--- config.mk ---
export PLATFORM = sky130hd
export DESIGN_NAME = haar_stage_evaluator
export DESIGN_NICKNAME = d
export VERILOG_FILES = /design/src/rtl/haar_pkg.sv /design/src/rtl/haar_rect_sum.sv /design/src/rtl/haar_stage_evaluator.sv
export SDC_FILE = /design/constraint.sdc
export NUM_CORES = 1
export LEC_CHECK = 0
export CORE_MARGIN = 2
export CORE_UTILIZATION = 55
export CTS_CLUSTER_SIZE = 24
export DETAILED_ROUTE_END_ITERATION = 7
export PLACE_DENSITY = 0.77
export SETUP_SLACK_MARGIN = 0.02
export SLEW_MARGIN = 20
export SYNTH_ARGS = -nofsm -noshare
export SYNTH_HDL_FRONTEND = slang
export SYNTH_SLANG_ARGS = --single-unit
--- constraint.sdc ---
create_clock -name clk -period 14.1 [get_ports clk]
set_clock_uncertainty 0.2 [all_clocks]
set_input_delay 2.82 -clock clk [delete_from_list [all_inputs] [get_ports clk]]
set_output_delay 2.82 -clock clk [all_outputs]
set_load 0.02 [all_outputs]
--- src/rtl/haar_pkg.sv ---
// Shared definitions for the Haar cascade stage evaluator.
//   clog2         : constant-width helper used for counter and sum widths
//   CORNER_*      : position of each integral-image corner within a rectangle's corner group
//   haar_state_e  : stage-evaluator FSM states
package haar_pkg;

    function automatic int clog2(input int value);
        int res;
        res = 0;
        for (int i = 0; i < 31; i++) begin
            if ((1 << i) < value) begin
                res = i + 1;
            end
        end
        return res;
    endfunction

    localparam int CORNER_A = 0;
    localparam int CORNER_B = 1;
    localparam int CORNER_C = 2;
    localparam int CORNER_D = 3;

    typedef enum logic [1:0] {
        ST_IDLE  = 2'd0,
        ST_RUN   = 2'd1,
        ST_DRAIN = 2'd2,
        ST_DONE  = 2'd3
    } haar_state_e;

endpackage

--- src/rtl/haar_rect_sum.sv ---
// Registered rectangle sum from four integral-image corners: (a+d)-(b+c).
// Ports:
//   clk, rst  : clock, synchronous active-low reset
//   corners   : four unsigned II_W corners, a,b,c,d from the LSB
//   rect_sum  : signed II_W+2 rectangle sum, valid one cycle after corners
module haar_rect_sum
    import haar_pkg::*;
#(
    parameter int II_W = 18
) (
    input  logic                   clk,
    input  logic                   rst,
    input  logic [4*II_W-1:0]      corners,
    output logic signed [II_W+1:0] rect_sum
);

    logic [II_W-1:0]        corner_a;
    logic [II_W-1:0]        corner_b;
    logic [II_W-1:0]        corner_c;
    logic [II_W-1:0]        corner_d;
    logic [II_W:0]          sum_ad;
    logic [II_W:0]          sum_bc;
    logic signed [II_W+1:0] diff;

    assign corner_a = corners[CORNER_A*II_W +: II_W];
    assign corner_b = corners[CORNER_B*II_W +: II_W];
    assign corner_c = corners[CORNER_C*II_W +: II_W];
    assign corner_d = corners[CORNER_D*II_W +: II_W];

    // Pair sums are carried one bit wider so neither addition can overflow;
    // one more bit on the difference holds the full signed range.
    assign sum_ad = {1'b0, corner_a} + {1'b0, corner_d};
    assign sum_bc = {1'b0, corner_b} + {1'b0, corner_c};
    assign diff   = $signed({1'b0, sum_ad}) - $signed({1'b0, sum_bc});

    always_ff @(posedge clk) begin
        if (!rst) begin
            rect_sum <= '0;
        end else begin
            rect_sum <= diff;
        end
    end

endmodule

--- src/rtl/haar_stage_evaluator.sv ---
// One Haar cascade stage: streams weak-classifier features, accumulates leaf
// values with saturation and reports a pass/fail verdict against the stage
// threshold.
// Ports:
//   clk, rst         : clock, synchronous active-low reset
//   start            : begin a stage (accepted only in IDLE)
//   num_features     : feature count for the stage, latched on start
//   stage_threshold  : signed stage threshold, latched on start
//   f_valid/f_ready  : feature beat handshake
//   f_ii, f_weight   : per-rectangle corners and signed weights
//   f_threshold      : signed feature threshold
//   f_left, f_right  : leaf values for feature <= / > threshold
//   busy             : high outside IDLE
//   stage_done       : one-cycle completion pulse
//   stage_pass       : verdict, held until the next accepted start
//   accum            : signed running stage sum
//
// state    | meaning
// ---------+-----------------------------------------------------------
// ST_IDLE  | waiting for start
// ST_RUN   | accepting feature beats until num_features are taken
// ST_DRAIN | all beats taken, waiting for the pipeline to retire them
// ST_DONE  | stage_done pulse, verdict valid
module haar_stage_evaluator
    import haar_pkg::*;
#(
    parameter int II_W         = 18,
    parameter int NUM_RECTS    = 3,
    parameter int WGT_W        = 4,
    parameter int VAL_W        = 16,
    parameter int FTHR_W       = 24,
    parameter int ACC_W        = 16,
    parameter int MAX_FEATURES = 255
) (
    input  logic                                   clk,
    input  logic                                   rst,
    input  logic                                   start,
    input  logic [clog2(MAX_FEATURES+1)-1:0]       num_features,
    input  logic [ACC_W-1:0]                       stage_threshold,
    input  logic                                   f_valid,
    output logic                                   f_ready,
    input  logic [NUM_RECTS*4*II_W-1:0]            f_ii,
    input  logic [NUM_RECTS*WGT_W-1:0]             f_weight,
    input  logic [FTHR_W-1:0]                      f_threshold,
    input  logic [VAL_W-1:0]                       f_left,
    input  logic [VAL_W-1:0]                       f_right,
    output logic                                   busy,
    output logic                                   stage_done,
    output logic                                   stage_pass,
    output logic [ACC_W-1:0]                       accum
);

    localparam int CNT_W  = clog2(MAX_FEATURES + 1);
    localparam int FEAT_W = II_W + 2 + WGT_W + clog2(NUM_RECTS);
    localparam int CMP_W  = ((FEAT_W > FTHR_W) ? FEAT_W : FTHR_W) + 1;
    localparam int SUM_W  = ((ACC_W > VAL_W) ? ACC_W : VAL_W) + 1;

    localparam logic signed [SUM_W-1:0] ACC_MAX = {{(SUM_W-ACC_W+1){1'b0}}, {(ACC_W-1){1'b1}}};
    localparam logic signed [SUM_W-1:0] ACC_MIN = {{(SUM_W-ACC_W+1){1'b1}}, {(ACC_W-1){1'b0}}};

    haar_state_e state_q;
    haar_state_e state_d;

    logic [CNT_W-1:0]        num_q;
    logic [CNT_W-1:0]        acc_cnt;
    logic [CNT_W-1:0]        ret_cnt;
    logic signed [ACC_W-1:0] sthr_q;
    logic signed [ACC_W-1:0] accum_q;
    logic                    pass_q;
    logic                    start_ok;
    logic                    hs;

    // S1: rect sums come out of the sub-modules; side data travels alongside.
    logic                           v1;
    logic signed [II_W+1:0]         rect_s1 [NUM_RECTS];
    logic [NUM_RECTS*WGT_W-1:0]     w1;
    logic signed [FTHR_W-1:0]       thr1;
    logic signed [VAL_W-1:0]        left1;
    logic signed [VAL_W-1:0]        right1;

    // S2: weighted feature value.
    logic                           v2;
    logic signed [FEAT_W-1:0]       feat_sum;
    logic signed [FEAT_W-1:0]       feat2;
    logic signed [FTHR_W-1:0]       thr2;
    logic signed [VAL_W-1:0]        left2;
    logic signed [VAL_W-1:0]        right2;

    logic signed [CMP_W-1:0]        feat_cmp;
    logic signed [CMP_W-1:0]        thr_cmp;
    logic signed [VAL_W-1:0]        leaf;
    logic signed [SUM_W-1:0]        acc_ext;
    logic signed [SUM_W-1:0]        leaf_ext;
    logic signed [SUM_W-1:0]        acc_sum;
    logic signed [ACC_W-1:0]        acc_sat;

    genvar k;
    generate
        for (k = 0; k < NUM_RECTS; k++) begin : g_rect
            haar_rect_sum #(
                .II_W(II_W)
            ) u_rect (
                .clk      (clk),
                .rst      (rst),
                .corners  (f_ii[k*4*II_W +: 4*II_W]),
                .rect_sum (rect_s1[k])
            );
        end
    endgenerate

    assign start_ok = (state_q == ST_IDLE) && start;
    assign f_ready  = (state_q == ST_RUN) && (acc_cnt < num_q);
    assign hs       = f_valid && f_ready;

    always_comb begin
        logic signed [FEAT_W-1:0] r_ext;
        logic signed [FEAT_W-1:0] w_ext;
        feat_sum = '0;
        r_ext    = '0;
        w_ext    = '0;
        for (int i = 0; i < NUM_RECTS; i++) begin
            r_ext    = {{(FEAT_W-II_W-2){rect_s1[i][II_W+1]}}, rect_s1[i]};
            w_ext    = {{(FEAT_W-WGT_W){w1[i*WGT_W+WGT_W-1]}}, w1[i*WGT_W +: WGT_W]};
            feat_sum = feat_sum + r_ext * w_ext;
        end
    end

    always_comb begin
        feat_cmp = {{(CMP_W-FEAT_W){feat2[FEAT_W-1]}}, feat2};
        thr_cmp  = {{(CMP_W-FTHR_W){thr2[FTHR_W-1]}}, thr2};
        leaf     = (feat_cmp > thr_cmp) ? right2 : left2;
        acc_ext  = {{(SUM_W-ACC_W){accum_q[ACC_W-1]}}, accum_q};
        leaf_ext = {{(SUM_W-VAL_W){leaf[VAL_W-1]}}, leaf};
        acc_sum  = acc_ext + leaf_ext;
        if (acc_sum > ACC_MAX) begin
            acc_sat = ACC_MAX[ACC_W-1:0];
        end else if (acc_sum < ACC_MIN) begin
            acc_sat = ACC_MIN[ACC_W-1:0];
        end else begin
            acc_sat = acc_sum[ACC_W-1:0];
        end
    end

    always_ff @(posedge clk) begin
        if (!rst) begin
            state_q <= ST_IDLE;
        end else begin
            state_q <= state_d;
        end
    end

    always_comb begin
        state_d = state_q;
        unique case (state_q)
            ST_IDLE: begin
                if (start) begin
                    state_d = (num_features == '0) ? ST_DONE : ST_RUN;
                end
            end
            ST_RUN: begin
                if (hs && ((acc_cnt + CNT_W'(1)) == num_q)) begin
                    state_d = ST_DRAIN;
                end
            end
            ST_DRAIN: begin
                // Leave on the cycle the last beat retires so DONE lands one cycle later.
                if (v2 && ((ret_cnt + CNT_W'(1)) == num_q)) begin
                    state_d = ST_DONE;
                end
            end
            ST_DONE: begin
                state_d = ST_IDLE;
            end
            default: begin
                state_d = ST_IDLE;
            end
        endcase
    end

    always_ff @(posedge clk) begin
        if (!rst) begin
            v1      <= 1'b0;
            w1      <= '0;
            thr1    <= '0;
            left1   <= '0;
            right1  <= '0;
            v2      <= 1'b0;
            feat2   <= '0;
            thr2    <= '0;
            left2   <= '0;
            right2  <= '0;
            num_q   <= '0;
            acc_cnt <= '0;
            ret_cnt <= '0;
            sthr_q  <= '0;
            accum_q <= '0;
            pass_q  <= 1'b0;
        end else begin
            v1     <= hs;
            w1     <= f_weight;
            thr1   <= f_threshold;
            left1  <= f_left;
            right1 <= f_right;
            v2     <= v1;
            feat2  <= feat_sum;
            thr2   <= thr1;
            left2  <= left1;
            right2 <= right1;
            if (start_ok) begin
                num_q   <= num_features;
                sthr_q  <= stage_threshold;
                accum_q <= '0;
                acc_cnt <= '0;
                ret_cnt <= '0;
                // An empty stage finishes with accum=0, so the verdict is just 0 > threshold.
                pass_q  <= (num_features == '0) ? stage_threshold[ACC_W-1] : 1'b0;
            end else begin
                if (hs) begin
                    acc_cnt <= acc_cnt + CNT_W'(1);
                end
                if (v2) begin
                    accum_q <= acc_sat;
                    ret_cnt <= ret_cnt + CNT_W'(1);
                end
                if ((state_q == ST_DRAIN) && (state_d == ST_DONE)) begin
                    pass_q <= (acc_sat > sthr_q);
                end
            end
        end
    end

    assign busy       = (state_q != ST_IDLE);
    assign stage_done = (state_q == ST_DONE);
    assign stage_pass = pass_q;
    assign accum      = accum_q;

endmodule

## Word-level counts from Yosys, hierarchy flattened

Cells that the tools add are included.

| operators by class | value |
|---|---|
| reduce and logical (&&, ||, !) cells | 11 |
| equal/unequal tests | 6 |
| muxes and demuxes | 11 |
| bitwise operators | 1 |
| $mul | 3 |
| $add $sub $neg | 14 |
| order comparisons | 5 |

Operators by type and width:

| kind | count |
|---|---|
| $add A18 B18 Y19 | 6 |
| $mul A20 B4 Y24 | 3 |
| $sub A19 B19 Y20 | 3 |
| $mux W16 | 3 |
| $add A25 B24 Y26 | 1 |
| $gt A26 B24 Y1 | 1 |
| $add A24 B24 Y25 | 1 |
| $add A16 B16 Y17 | 1 |
| $gt A17 B16 Y1 const B | 1 |
| $lt A17 B16 Y1 const B | 1 |
| $add A8 B1 Y8 const B | 2 |
| $eq A8 B8 Y1 | 2 |
| $gt A16 B16 Y1 | 1 |
| $logic_not A8 Y1 | 1 |
| $lt A8 B8 Y1 | 1 |
| $mux W2 | 4 |
| $pmux W2 S4 | 1 |
| $eq A2 B2 Y1 const B | 3 |
| $logic_and A1 B1 Y1 | 6 |
| $reduce_bool A2 Y1 | 2 |
| $mux W1 | 3 |
| $eq A2 B1 Y1 const B | 1 |
| $logic_not A2 Y1 | 1 |
| $reduce_or A2 Y1 | 1 |
| $not A1 Y1 | 1 |

| storage, ports and cells | value |
|---|---|
| word-level logic and storage cells | 71 |
| register bits after elaboration | 271 |
| input port bits | 312 |

## Longest topological paths before layout

Gate-level depths: netlist of run 1.

| depth | value |
|---|---|
| word-level depth | 10 |
| depth in mapped cells | 33 |
| mapped depth without buffers | 30 |

## Hierarchy

From an unflattened synthesis of run 1, not the netlist that was laid out.

| unflattened totals | value |
|---|---|
| cells, all modules | 2695 |
| area, all modules | 24405.9 sq um |

By module, submodules not included:

| module | area an instance (sq um) | times used | cells each | seq. area each (sq um) |
|---|---|---|---|---|
| haar_stage_evaluator | 17202.7 | 1 | 1861 | 4224.1 |
| haar_rect_sum | 2401.1 | 3 | 278 | 400.4 |

## Least setup slack after synthesis of run 1

No wires, ideal clock.

| timing path | value |
|---|---|
| kind | reg-to-reg |
| from | register w1[3] |
| to | register feat2[21] |
| slack | 7.954 ns |
| arrival time | 5.874 ns |
| stages on the path, launching flop included | 23 |
| path buffers | 1 |
| clock period less this slack | 6.146 ns |
| required time | 13.828 ns |
| cells stage by stage | dfxtp_1 > clkbuf_1 > inv_1 > fa_1 > inv_1 > fa_1 > fa_1 > inv_1 > fa_1 > inv_1 > ha_1 > fa_1 > ha_1 > inv_1 > fa_1 > nor2b_4 > o31a_1 > o41a_1 > a221o_1 > a21bo_2 > a21o_1 > a21oi_2 > mux2i_1 |

| between the ends | value |
|---|---|
| longest elaborated chain between the ends | 3 |

Ends and longest elaborated chain:

| element | RTL line | source |
|---|---|---|
| from (decl) | haar_stage_evaluator.sv:76 | `logic [NUM_RECTS*WGT_W-1:0] w1;` |
| from (signal assigned) | haar_stage_evaluator.sv:200 | `w1 <= f_weight;` |
| $mul A20 B4 Y24 | haar_stage_evaluator.sv:124 | `feat_sum = feat_sum + r_ext * w_ext;` |
| $add A24 B24 Y25 | haar_stage_evaluator.sv:124 |  |
| $add A25 B24 Y26 | haar_stage_evaluator.sv:124 |  |
| to (signal assigned) | haar_stage_evaluator.sv:205 | `feat2 <= feat_sum;` |
| to (decl) | haar_stage_evaluator.sv:84 | `logic signed [FEAT_W-1:0] feat2;` |

Every way passes these cells.
A chain may end at the register's enable or synchronous reset.

## Final worst setup path of run 1

| timing path | value |
|---|---|
| from | register thr2[19] |
| to | register pass_q, in the netlist stage_pass |

| between the ends | value |
|---|---|
| longest elaborated chain between the ends | 9 |
| elaborated cells on any way between the ends | 10 |
| those cells by class | add/sub (1); order compare (4); mux (5) |

Ends and longest elaborated chain:

| element | RTL line | source |
|---|---|---|
| from (decl) | haar_stage_evaluator.sv:85 | `logic signed [FTHR_W-1:0] thr2;` |
| from (signal assigned) | haar_stage_evaluator.sv:206 | `thr2 <= thr1;` |
| $gt A26 B24 Y1 (*) | haar_stage_evaluator.sv:131 | `leaf = (feat_cmp > thr_cmp) ? right2 : left2;` |
| $mux W16 (*) | haar_stage_evaluator.sv:131 |  |
| $add A16 B16 Y17 (*) | haar_stage_evaluator.sv:134 | `acc_sum = acc_ext + leaf_ext;` |
| $lt A17 B16 Y1 | haar_stage_evaluator.sv:137 | `end else if (acc_sum < ACC_MIN) begin` |
| $mux W16 | haar_stage_evaluator.sv:137 |  |
| $mux W16 (*) | haar_stage_evaluator.sv:135 | `if (acc_sum > ACC_MAX) begin` |
| net acc_sat[7] | haar_stage_evaluator.sv:95 | `logic signed [ACC_W-1:0] acc_sat;` |
| $gt A16 B16 Y1 (*) | haar_stage_evaluator.sv:226 | `pass_q <= (acc_sat > sthr_q);` |
| $mux W1 (*) | haar_stage_evaluator.sv:225 | `if ((state_q == ST_DRAIN) && (state_d == ST_DONE)) begin` |
| $mux W1 (*) | haar_stage_evaluator.sv:209 | `if (start_ok) begin` |
| to (signal assigned) | haar_stage_evaluator.sv:216 | `pass_q <= (num_features == '0) ? stage_threshold[ACC_W-1] : 1'b0;` |
| to (signal assigned) | haar_stage_evaluator.sv:226 |  |
| to (decl) | haar_stage_evaluator.sv:69 | `logic pass_q;` |

Mark *: on every way through the listed nets, which the timed path passes. The rest lies on a longest branch. The select of a mux whose other input is x is not followed.

==> results of run 1 <==
==> how the worst max path moves through the flow <==
stage                     slack (ns)  startpoint                            end  cells after the start
after detailed placement        7.06    f_ii[18]  g_rect[0].u_rect.rect_sum[18]                     17
after floorplan                 7.95       w1[3]                      feat2[21]                     22
after global placement          7.17   f_ii[162]  g_rect[2].u_rect.rect_sum[18]                     17
after global routing            6.34    thr2[19]                     stage_pass                     28
after CTS                       7.09    thr2[19]                     stage_pass                     28
final                           6.92    thr2[19]                     stage_pass                     28
==> final cells by class <==
class | count | area, um2 | share of cell area, %
Multi-Input combinational cell | 1788 | 16500 | 57.5
Sequential cell | 271 | 5430 | 18.9
Timing Repair Buffer | 335 | 3340 | 11.7
Inverter | 449 | 1690 | 5.89
Clock buffer | 40 | 827 | 2.89
Tap cell | 585 | 732 | 2.56
Clock inverter | 13 | 158 | 0.550
==> flip-flops by register name, summed over array words and instances, names as in the netlist <==
signal                  cells
g_rect.u_rect.rect_sum     60
feat2                      26
thr1                       24
thr2                       24
accum                      16
left1                      16
left2                      16
right1                     16
right2                     16
sthr_q                     16
w1                         12
acc_cnt                     8
num_q                       8
ret_cnt                     8
state_q                     2
stage_pass                  1
v1                          1
v2                          1
==> worst max-delay path, delay by kind of cell (launching register included) <==
family	cells	cell delay, ns
and+or+nand+nor	5	1.16
buffers and inverters	1	0.05
muxes	2	0.23
AOI/OAI and AO/OA	17	4.22
DFF	1	0.31
adders and majority gates	3	0.95
==> cell families (layout without fill, tap and decap cells) <==
logic type / after synthesis / in the layout / share of synthesized area [%]
buffers and inverters: 523 / 837 / 8.28
and+or+nand+nor: 803 / 803 / 16.8
muxes: 9 / 9 / 0.383
xor gates and xnor gates: 100 / 100 / 3.67
adders and majority gates: 530 / 530 / 38.1
AOI/OAI and AO/OA: 346 / 346 / 10.0
DFF: 271 / 271 / 22.7
==> per-layer routing <==
layer	up-vias	track usage, %	part of all wire [%]
li1	8754	-	-
met1	8934	27.1	37
met2	393	48.4	55
met3	125	2.58	3.6
met4	0	9.33	4.0
met5	-	0	0
==> cell usage after synthesis, drive strengths merged, types with 3 or more instances <==
| master | n |
|---|---|
| a2bb2oi | 3 |
| dfxtp | 271 |
| nor2b | 32 |
| a211oi | 26 |
| o21a | 25 |
| nand2 | 256 |
| a31oi | 12 |
| and3 | 14 |
| a211o | 6 |
| a21boi | 5 |
| nand3b | 3 |
| o21bai | 6 |
| a21o | 38 |
| a21oi | 87 |
| xor2 | 49 |
| a22oi | 15 |
| nor3 | 32 |
| clkbuf | 67 |
| xnor2 | 51 |
| nor3b | 6 |
| nand4 | 14 |
| o31ai | 5 |
| mux2i | 8 |
| o21ai | 60 |
| a221oi | 19 |
| nor2 | 145 |
| or3 | 6 |
| nand3 | 28 |
| and2 | 196 |
| nand2b | 53 |
| o211ai | 10 |
| nor4 | 8 |
| fa | 327 |
| inv | 449 |
| o31a | 5 |
| ha | 203 |
| or2 | 4 |
| buf | 7 |
==> placed cells by master, fill, tap and decap left out, types with 5 or more instances in the layout <==
cell type,Yosys,routed
sky130_fd_sc_hd__o21bai_1,6,6
sky130_fd_sc_hd__clkbuf_16,0,29
sky130_fd_sc_hd__a31oi_1,12,12
sky130_fd_sc_hd__a211o_1,6,6
sky130_fd_sc_hd__a211oi_2,13,13
sky130_fd_sc_hd__a211oi_1,13,13
sky130_fd_sc_hd__o31a_1,5,5
sky130_fd_sc_hd__a21boi_0,5,5
sky130_fd_sc_hd__nand3_1,28,28
sky130_fd_sc_hd__dfxtp_1,271,271
sky130_fd_sc_hd__a221oi_1,17,17
sky130_fd_sc_hd__nor2b_1,31,31
sky130_fd_sc_hd__and2_1,196,196
sky130_fd_sc_hd__a21o_1,38,38
sky130_fd_sc_hd__nor4_1,6,6
sky130_fd_sc_hd__o211ai_1,9,9
sky130_fd_sc_hd__nor3_1,31,31
sky130_fd_sc_hd__xnor2_1,51,51
sky130_fd_sc_hd__a22oi_1,15,15
sky130_fd_sc_hd__xor2_1,49,49
sky130_fd_sc_hd__clkbuf_8,0,6
sky130_fd_sc_hd__or3_1,6,6
sky130_fd_sc_hd__ha_1,203,203
sky130_fd_sc_hd__nor3b_1,6,6
sky130_fd_sc_hd__nand2_1,256,256
sky130_fd_sc_hd__nor2_1,145,145
sky130_fd_sc_hd__nand4_1,14,14
sky130_fd_sc_hd__inv_1,449,448
sky130_fd_sc_hd__o21ai_0,51,51
sky130_fd_sc_hd__clkdlybuf4s50_1,0,330
sky130_fd_sc_hd__nand2b_1,53,53
sky130_fd_sc_hd__a21oi_1,86,86
sky130_fd_sc_hd__o21a_1,25,25
sky130_fd_sc_hd__fa_1,327,327
sky130_fd_sc_hd__clkbuf_1,67,5
sky130_fd_sc_hd__and3_1,13,13
sky130_fd_sc_hd__o21ai_1,9,9
sky130_fd_sc_hd__mux2i_1,8,8
==> stage by stage <==
stage / hold slack, ns / total power [mW] / util, % / worst slack [ns]
3_3_place_gp: 0.221 / 4.40 / 64.3 / 7.17
6_report: 0.231 / 5.31 / 66.6 / 6.92
2_1_floorplan: 0.212 / 3.69 / - / 7.95
3_5_place_dp: 0.222 / 4.52 / 64.3 / 7.06
4_1_cts: 0.233 / 5.36 / 66.6 / 7.09
5_1_grt: 0.240 / 5.89 / 66.6 / 6.34
==> power by group <==
part,internal [mW],switching (mW)
combinational,1.59,1.91
clock,0.452,0.326
sequential,0.907,0.127
total,2.94,2.37
==> results_tabular.tex, run 1 <==
\begin{tabular}{lr}
\hline
Metric & Value \\
\hline
\multicolumn{2}{l}{\textbf{Critical path}} \\
Slowest Stage Delay on Critical Path & between 0.6 and 0.7 ns \\
Source of the worst register-to-register timing path & thr2[19] \\
Critical-path cell with the highest stage delay & sky130\_fd\_sc\_hd\_\_a32o\_1 \\
Req. time, crit path & between 10 and 15 ns \\
Worst Setup Start Kind & flop \\
Critical path start-end classification & flop to flop \\
Reg2reg path depth & 28 \\
Register-to-register setup slack & 6.92 ns \\
Reg-to-Reg End & stage\_pass \\
Critical Path Fanout Max & 16 \\
Endpoint kind of the worst setup timing path & flop \\
Arrival time at the worst endpoint & 7.49 ns \\
\multicolumn{2}{l}{\textbf{Final layout}} \\
Final-layout fill cell count & $\sim$3500 \\
Layout cell share with drive strength beyond 1 & roughly 3.0\% \\
Final standard cell area without fillers & around 29000 um2 \\
Diode insertion count for antenna repair & 0 \\
Final net count & between 3000 and 4000 \\
Number of cells in the finished layout apart from fillers & between 3000 and 4000 \\
Area grow syn2layout & 20.0\% \\
\multicolumn{2}{l}{\textbf{Synthesis}} \\
Cell type with the largest total area after synthesis & sky130\_fd\_sc\_hd\_\_fa\_1 \\
Main synth FF type & sky130\_fd\_sc\_hd\_\_dfxtp\_1 \\
Synthesis Warnings & 0 \\
Yosys cell types & between 70 and 80 \\
Synth area leaders & sky130\_fd\_sc\_hd\_\_fa\_1 27\%, sky130\_fd\_sc\_hd\_\_dfxtp\_1 23\%, sky130\_fd\_sc\_hd\_\_ha\_1 11\% \\
Seq/Total Area, Yosys & between 20\% and 30\% \\
Synthesized area & around 24000 um2 \\
Number of synthesized flops with an enable pin & 0 \\
Mean instance size in the synthesized netlist & 9.24 um2 \\
FF+latch count, synth & $\sim$270 \\
Net count after synthesis & 3424 \\
Ys async rst share & 0\% \\
Share of Yosys cell area claimed by the top area cell type & 27.4\% \\
Cell count after synthesis & between 2000 and 3000 \\
\multicolumn{2}{l}{\textbf{Timing}} \\
Tightest Pin Transition & a little over 0.9 ns \\
Final number of setup-violating endpoints & 0 \\
Max frequency & about 0.14 GHz \\
Crit path time final & about 7.2 ns \\
Tcrit/Tclk final & about 51\% \\
Setup repair after global routing missed its margin & false \\
Number of hold-slack violations in the final timing report & 0 \\
Setup TNS after final layout & 0 ns \\
Max Slew Vio Count & 0 \\
Headroom to the max-slew limit & a little under two fifths \\
\multicolumn{2}{l}{\textbf{Drt}} \\
DRC viols & 0 \\
Number of violations reported at the end of detailed-routing iteration 0 & around 760 \\
Count of nets left with antenna violations after detail routing & 0 \\
DR vias/cell & approximately 5.2 \\
1st-pass router iterations & 5 \\
Routed Wire Length & 53400 um \\
Via count & 18200 \\
Avg WL per Cell & approximately 15 um \\
\multicolumn{2}{l}{\textbf{CTS}} \\
Clk sinks & 271 \\
Maximum level of the CTS H-tree & 1 \\
Clock-pin transition on the worst setup and hold timing paths & approximately 0.070 ns \\
Max clock buf depth & 3 \\
Clock tree from TritonCTS & yes \\
\# hold bufs at CTS & 0 \\
Worst-Skew Late Latency & slightly below 0.6 ns \\
Buffer cell driving the clock tree root & sky130\_fd\_sc\_hd\_\_clkbuf\_16 \\
Count of instances resized after the clock tree is built & 0 \\
Total setup buffers inserted after CTS & 0 \\
Number of CTS-inserted buffers & 29 \\
\multicolumn{2}{l}{\textbf{Job}} \\
Maximum capacitance violations & 0 \\
\multicolumn{2}{l}{\textbf{Floorplan}} \\
Starting Density & 55.5\% \\
Die Ht & 212 um \\
Row count & 76 \\
X dimension of the die & 212 um \\
I/O pin cnt & 332 \\
Die Outline Area & 45100 um2 \\
Core footprint & between 40000 and 50000 um2 \\
\multicolumn{2}{l}{\textbf{Power}} \\
Maximum vdd drop & $\sim$300 uV \\
Power density normalized to cell area & around 190 nW/um2 \\
Leakage power figure & between 10 and 15 nW \\
\multicolumn{2}{l}{\textbf{Hold path}} \\
Number of instances on the worst hold path & 1 \\
Destination of the worst hold path & thr2[17] \\
Worst min path class & flop to flop \\
Worst min-delay path startpoint & thr1[17] \\
\multicolumn{2}{l}{\textbf{Placement}} \\
Placed standard-cell area & 27700 um2 \\
Placed instance count & around 3400 \\
Port buffer count & between 300 and 400 \\
Final weighted congestion in routability-driven placement & 0.897 \\
HPWL reported at the end of detailed placement & between 40000 and 50000 um \\
\multicolumn{2}{l}{\textbf{Global routing}} \\
Global-route wire length before repair & 89900 um \\
Total global routing overflow & 0 \\
Tot GR Track Use & about a quarter \\
Via count of the first global-routing pass & 19700 \\
Antenna violations before repair & 0 \\
Pin count of the biggest net entering global routing & roughly 140 \\
\multicolumn{2}{l}{\textbf{Status}} \\
Run status & finished, final reports clean \\
\hline
\end{tabular}
(Power assumes the default switching activity.)
==> run 2, diff against run 1 <==
CORE_UTILIZATION = 51   (was 55)
PLACE_DENSITY = 0.75   (was 0.77)
clock period = 5.8 ns   (was 14.1 ns; I/O delays follow)
==> run 2 against run 1 <==
  * The run now ends with setup timing left
  * First-iteration DRC count is 22% higher
  * Utilization fell by 0.16 points
  * Routed wire length rose by 9.0%
  * Critical path depth down 6
  * Sequential power rose by 140%
  * Combinational power increased to 2.9 times the previous value
  * Global-route usage down 0.50 points
  * Flip-flop and latch count is the same
  * Final cell count rose by 5.8%
  * Setup slack lost 7.0 ns
  * Worst hold slack worse by 0.0020 ns
  * Largest power group unchanged
  * Highest routed layer unchanged
==> results_tabular.tex, run 2 (synthesized netlist as in run 1, its figures left out) <==
\begin{tabular}{lr}
\hline
Metric & Value \\
\hline
\multicolumn{2}{l}{\textbf{Timing}} \\
Headroom to the max-slew limit & 39.0\% (+1.0 points) \\
Crit path time final & 5.92 ns (-1.27 ns) \\
Tightest Pin Transition & 0.915 ns (-0.0139 ns) \\
Max Slew Vio Count & 0 (unchanged) \\
Max frequency & 0.169 GHz (+21\%) \\
Number of hold-slack violations in the final timing report & 0 (unchanged) \\
Final number of setup-violating endpoints & 6 (+6) \\
Setup repair after global routing missed its margin & true \\
Worst-case setup margin in the final layout & -0.119 ns (-7.03 ns) \\
Tcrit/Tclk final & 102\% (+51 points) \\
\multicolumn{2}{l}{\textbf{Global routing}} \\
Global-route wire length before repair & 94200 um (+4.7\%) \\
Antenna violations before repair & 2 (+2) \\
Pin count of the biggest net entering global routing & 127 (-5.9\%) \\
Via count of the first global-routing pass & 20300 (+3.1\%) \\
Tot GR Track Use & 24.2\% (-0.50 points) \\
Total global routing overflow & 0 (unchanged) \\
\multicolumn{2}{l}{\textbf{Placement}} \\
HPWL reported at the end of detailed placement & 47700 um (+6.9\%) \\
Final weighted congestion in routability-driven placement & 0.877 (-2.3\%) \\
Port buffer count & 331 (unchanged) \\
\multicolumn{2}{l}{\textbf{Critical path}} \\
Arrival time at the worst endpoint & 6.22 ns (-1.27 ns) \\
List of cells traversed by the critical path & buf\_12 > inv\_6 > fa\_1 > inv\_1 > fa\_1 > fa\_1 > inv\_2 > fa\_1 > inv\_2 > ha\_4 > fa\_1 > ha\_2 > inv\_2 > fa\_2 > nor2b\_4 > o31a\_1 > o41a\_1 > a221o\_1 > a21bo\_4 > a21o\_1 > a21oi\_2 > mux2i\_1 \\
Critical Path Fanout Max & 4 (-12) \\
Number of buffers and inverters on the critical path & 6 (+5) \\
Worst Setup Start Kind & flop \\
Critical-path cell with the highest stage delay & sky130\_fd\_sc\_hd\_\_fa\_1 \\
Critical path start-end classification & flop to flop \\
Family with the most delay on the worst path & adder cells \\
Slowest Stage Delay on Critical Path & 0.57 ns (-0.04 ns) \\
Req. time, crit path & 6.10 ns (-8.31 ns) \\
Library cell appearing most often on the critical path & sky130\_fd\_sc\_hd\_\_fa\_1 \\
Endpoint kind of the worst setup timing path & flop \\
\multicolumn{2}{l}{\textbf{Drt}} \\
DR vias/cell & 5.14 (-1.7\%) \\
Routed Wire Length & 58300 um (+9.0\%) \\
DRC viols & 0 (unchanged) \\
Count of nets left with antenna violations after detail routing & 0 (unchanged) \\
1st-pass router iterations & 5 (unchanged) \\
Avg WL per Cell & 15.8 um (+3.1\%) \\
Via count & 18900 (+4.0\%) \\
Number of violations reported at the end of detailed-routing iteration 0 & 927 (+22\%) \\
\multicolumn{2}{l}{\textbf{Final layout}} \\
Area grow syn2layout & 29.1\% \\
Number of flip-flops in the largest register & 60 (unchanged) \\
Top library cells by usage in the layout, fill and taps aside & 441 x sky130\_fd\_sc\_hd\_\_inv\_1, 330 x sky130\_fd\_sc\_hd\_\_clkdlybuf4s50\_1, 324 x sky130\_fd\_sc\_hd\_\_fa\_1 \\
Layout cell share with drive strength beyond 1 & 11.7\% (+8.7 points) \\
Registers with the highest flip-flop counts & g\_rect.u\_rect.rect\_sum: 60 flops, feat2: 26 flops \\
Final net count & 3891 (+4.7\%) \\
Area occupied by multi-input gates & 17000 um2 (+3.1\%) \\
Largest register by flop count & g\_rect.u\_rect.rect\_sum \\
Most frequent standard cell in the layout excluding fill and tap cells & sky130\_fd\_sc\_hd\_\_inv\_1 \\
Sequential cell area & 5440 um2 (+0.28\%) \\
Core occupancy in the finished layout & 66.5\% (-0.16 points) \\
Final-layout fill cell count & 3687 (+4.6\%) \\
\multicolumn{2}{l}{\textbf{Power}} \\
Internal power & 8.33 mW (+180\%) \\
Leakage power figure & 13.6 nW (+8.3\%) \\
Part of the power in the clock network & 14.9\% (+0.3 points) \\
Post-layout total power & 14.7 mW (+180\%) \\
Fraction of power consumed by sequential logic & 16.9\% (-2.6 points) \\
Maximum vdd drop & 801 uV (+170\%) \\
Switching share of power & 43.5\% (-1.0 points) \\
Switching pwr & 6.42 mW (+170\%) \\
Power density normalized to cell area & 479 nW/um2 (+160\%) \\
Comb power frac & 68.2\% (+2.3 points) \\
\multicolumn{2}{l}{\textbf{Floorplan}} \\
Die Outline Area & 48500 um2 (+7.7\%) \\
Die Ht & 220 um (+3.8\%) \\
Core footprint & 46400 um2 (+7.9\%) \\
X dimension of the die & 220 um (+3.8\%) \\
Row count & 79 (+3.9\%) \\
I/O pin cnt & 332 (unchanged) \\
Starting Density & 51.5\% (-4.0 points) \\
\multicolumn{2}{l}{\textbf{Hold path}} \\
Worst min path class & flop to flop \\
\multicolumn{2}{l}{\textbf{CTS}} \\
Clk sinks & 271 (unchanged) \\
Maximum level of the CTS H-tree & 1 (unchanged) \\
Clock tree from TritonCTS & yes \\
Max clock buf depth & 3 (unchanged) \\
Clock-pin transition on the worst setup and hold timing paths & 0.06 ns (about the same) \\
Worst-Skew Late Latency & 0.58 ns (about the same) \\
Buffer cell driving the clock tree root & sky130\_fd\_sc\_hd\_\_clkbuf\_16 \\
\# hold bufs at CTS & 0 (unchanged) \\
Number of CTS-inserted buffers & 31 (+6.9\%) \\
\multicolumn{2}{l}{\textbf{Status}} \\
Run status & finished with violations \\
Violations in the final reports & setup timing \\
\multicolumn{2}{l}{\textbf{Job}} \\
Maximum capacitance violations & 0 (unchanged) \\
\hline
\end{tabular}
==> run 2: power by group through the flow <==
stage	registers, mW	logic [mW]	clock network, mW
after CTS	2.48	9.45	2.24
after detailed placement	2.52	9.11	0
final	2.49	10.1	2.20
after floorplan	2.39	6.66	0
after global placement	2.51	8.87	0
after global routing	2.52	11.4	2.32
==> run 2: metal layers <==
| layer | vias to the layer above | track usage (%) | share of wire, % |
|---|---|---|---|
| li1 | 9115 | - | - |
| met1 | 9286 | 26.8 | 38 |
| met2 | 403 | 47.1 | 54 |
| met3 | 132 | 2.78 | 3.8 |
| met4 | 0 | 8.68 | 4.0 |
| met5 | - | 0 | 0 |
==> run 2: timing repair <==
item                       CTS  global route
setup endpoints to repair   12            13
gates cloned                 1             0
pin swaps                   48            63
buffers inserted            21            19
gates resized for setup     50            84
==> run 2: layout make-up <==
| type | instances | area share, % |
|---|---|---|
| sequential | 271 | 17.7 |
| timing repair buffer | 508 | 15.5 |
| tap | 607 | 2.46 |
| clock buffer | 36 | 2.64 |
| clock inverter | 22 | 1.12 |
| multi-input combinational | 1788 | 55.1 |
| antenna | 1 | 0.00812 |
| inverter | 449 | 5.49 |
==> run 2: path summary, 6_finish.rpt <==
check | start | endpoint | slack [ns] | cells past startpoint
worst max-delay path | w1[3] | feat2[21] | -0.12 | 22
worst min-delay path | thr1[7] | thr2[7] | 0.23 | 1
worst max register to register | w1[3] | feat2[21] | -0.12 | 22
worst min register to register | thr1[7] | thr2[7] | 0.23 | 1
==> run 2: through the flow <==
step	TNS, ns	std cells	cell area (um2)	setup WS [ns]	hold slack, ns
CTS	-0.196	3662	30300	-0.0770	0.224
global placement	-0.785	3582	28700	-0.251	0.219
detailed placement	-1.91	3582	28700	-0.507	0.222
floorplan	-0.122	2582	24000	-0.0648	0.212
finish	-0.441	3682	30800	-0.119	0.229
global route	-2.85	3681	30800	-0.373	0.223
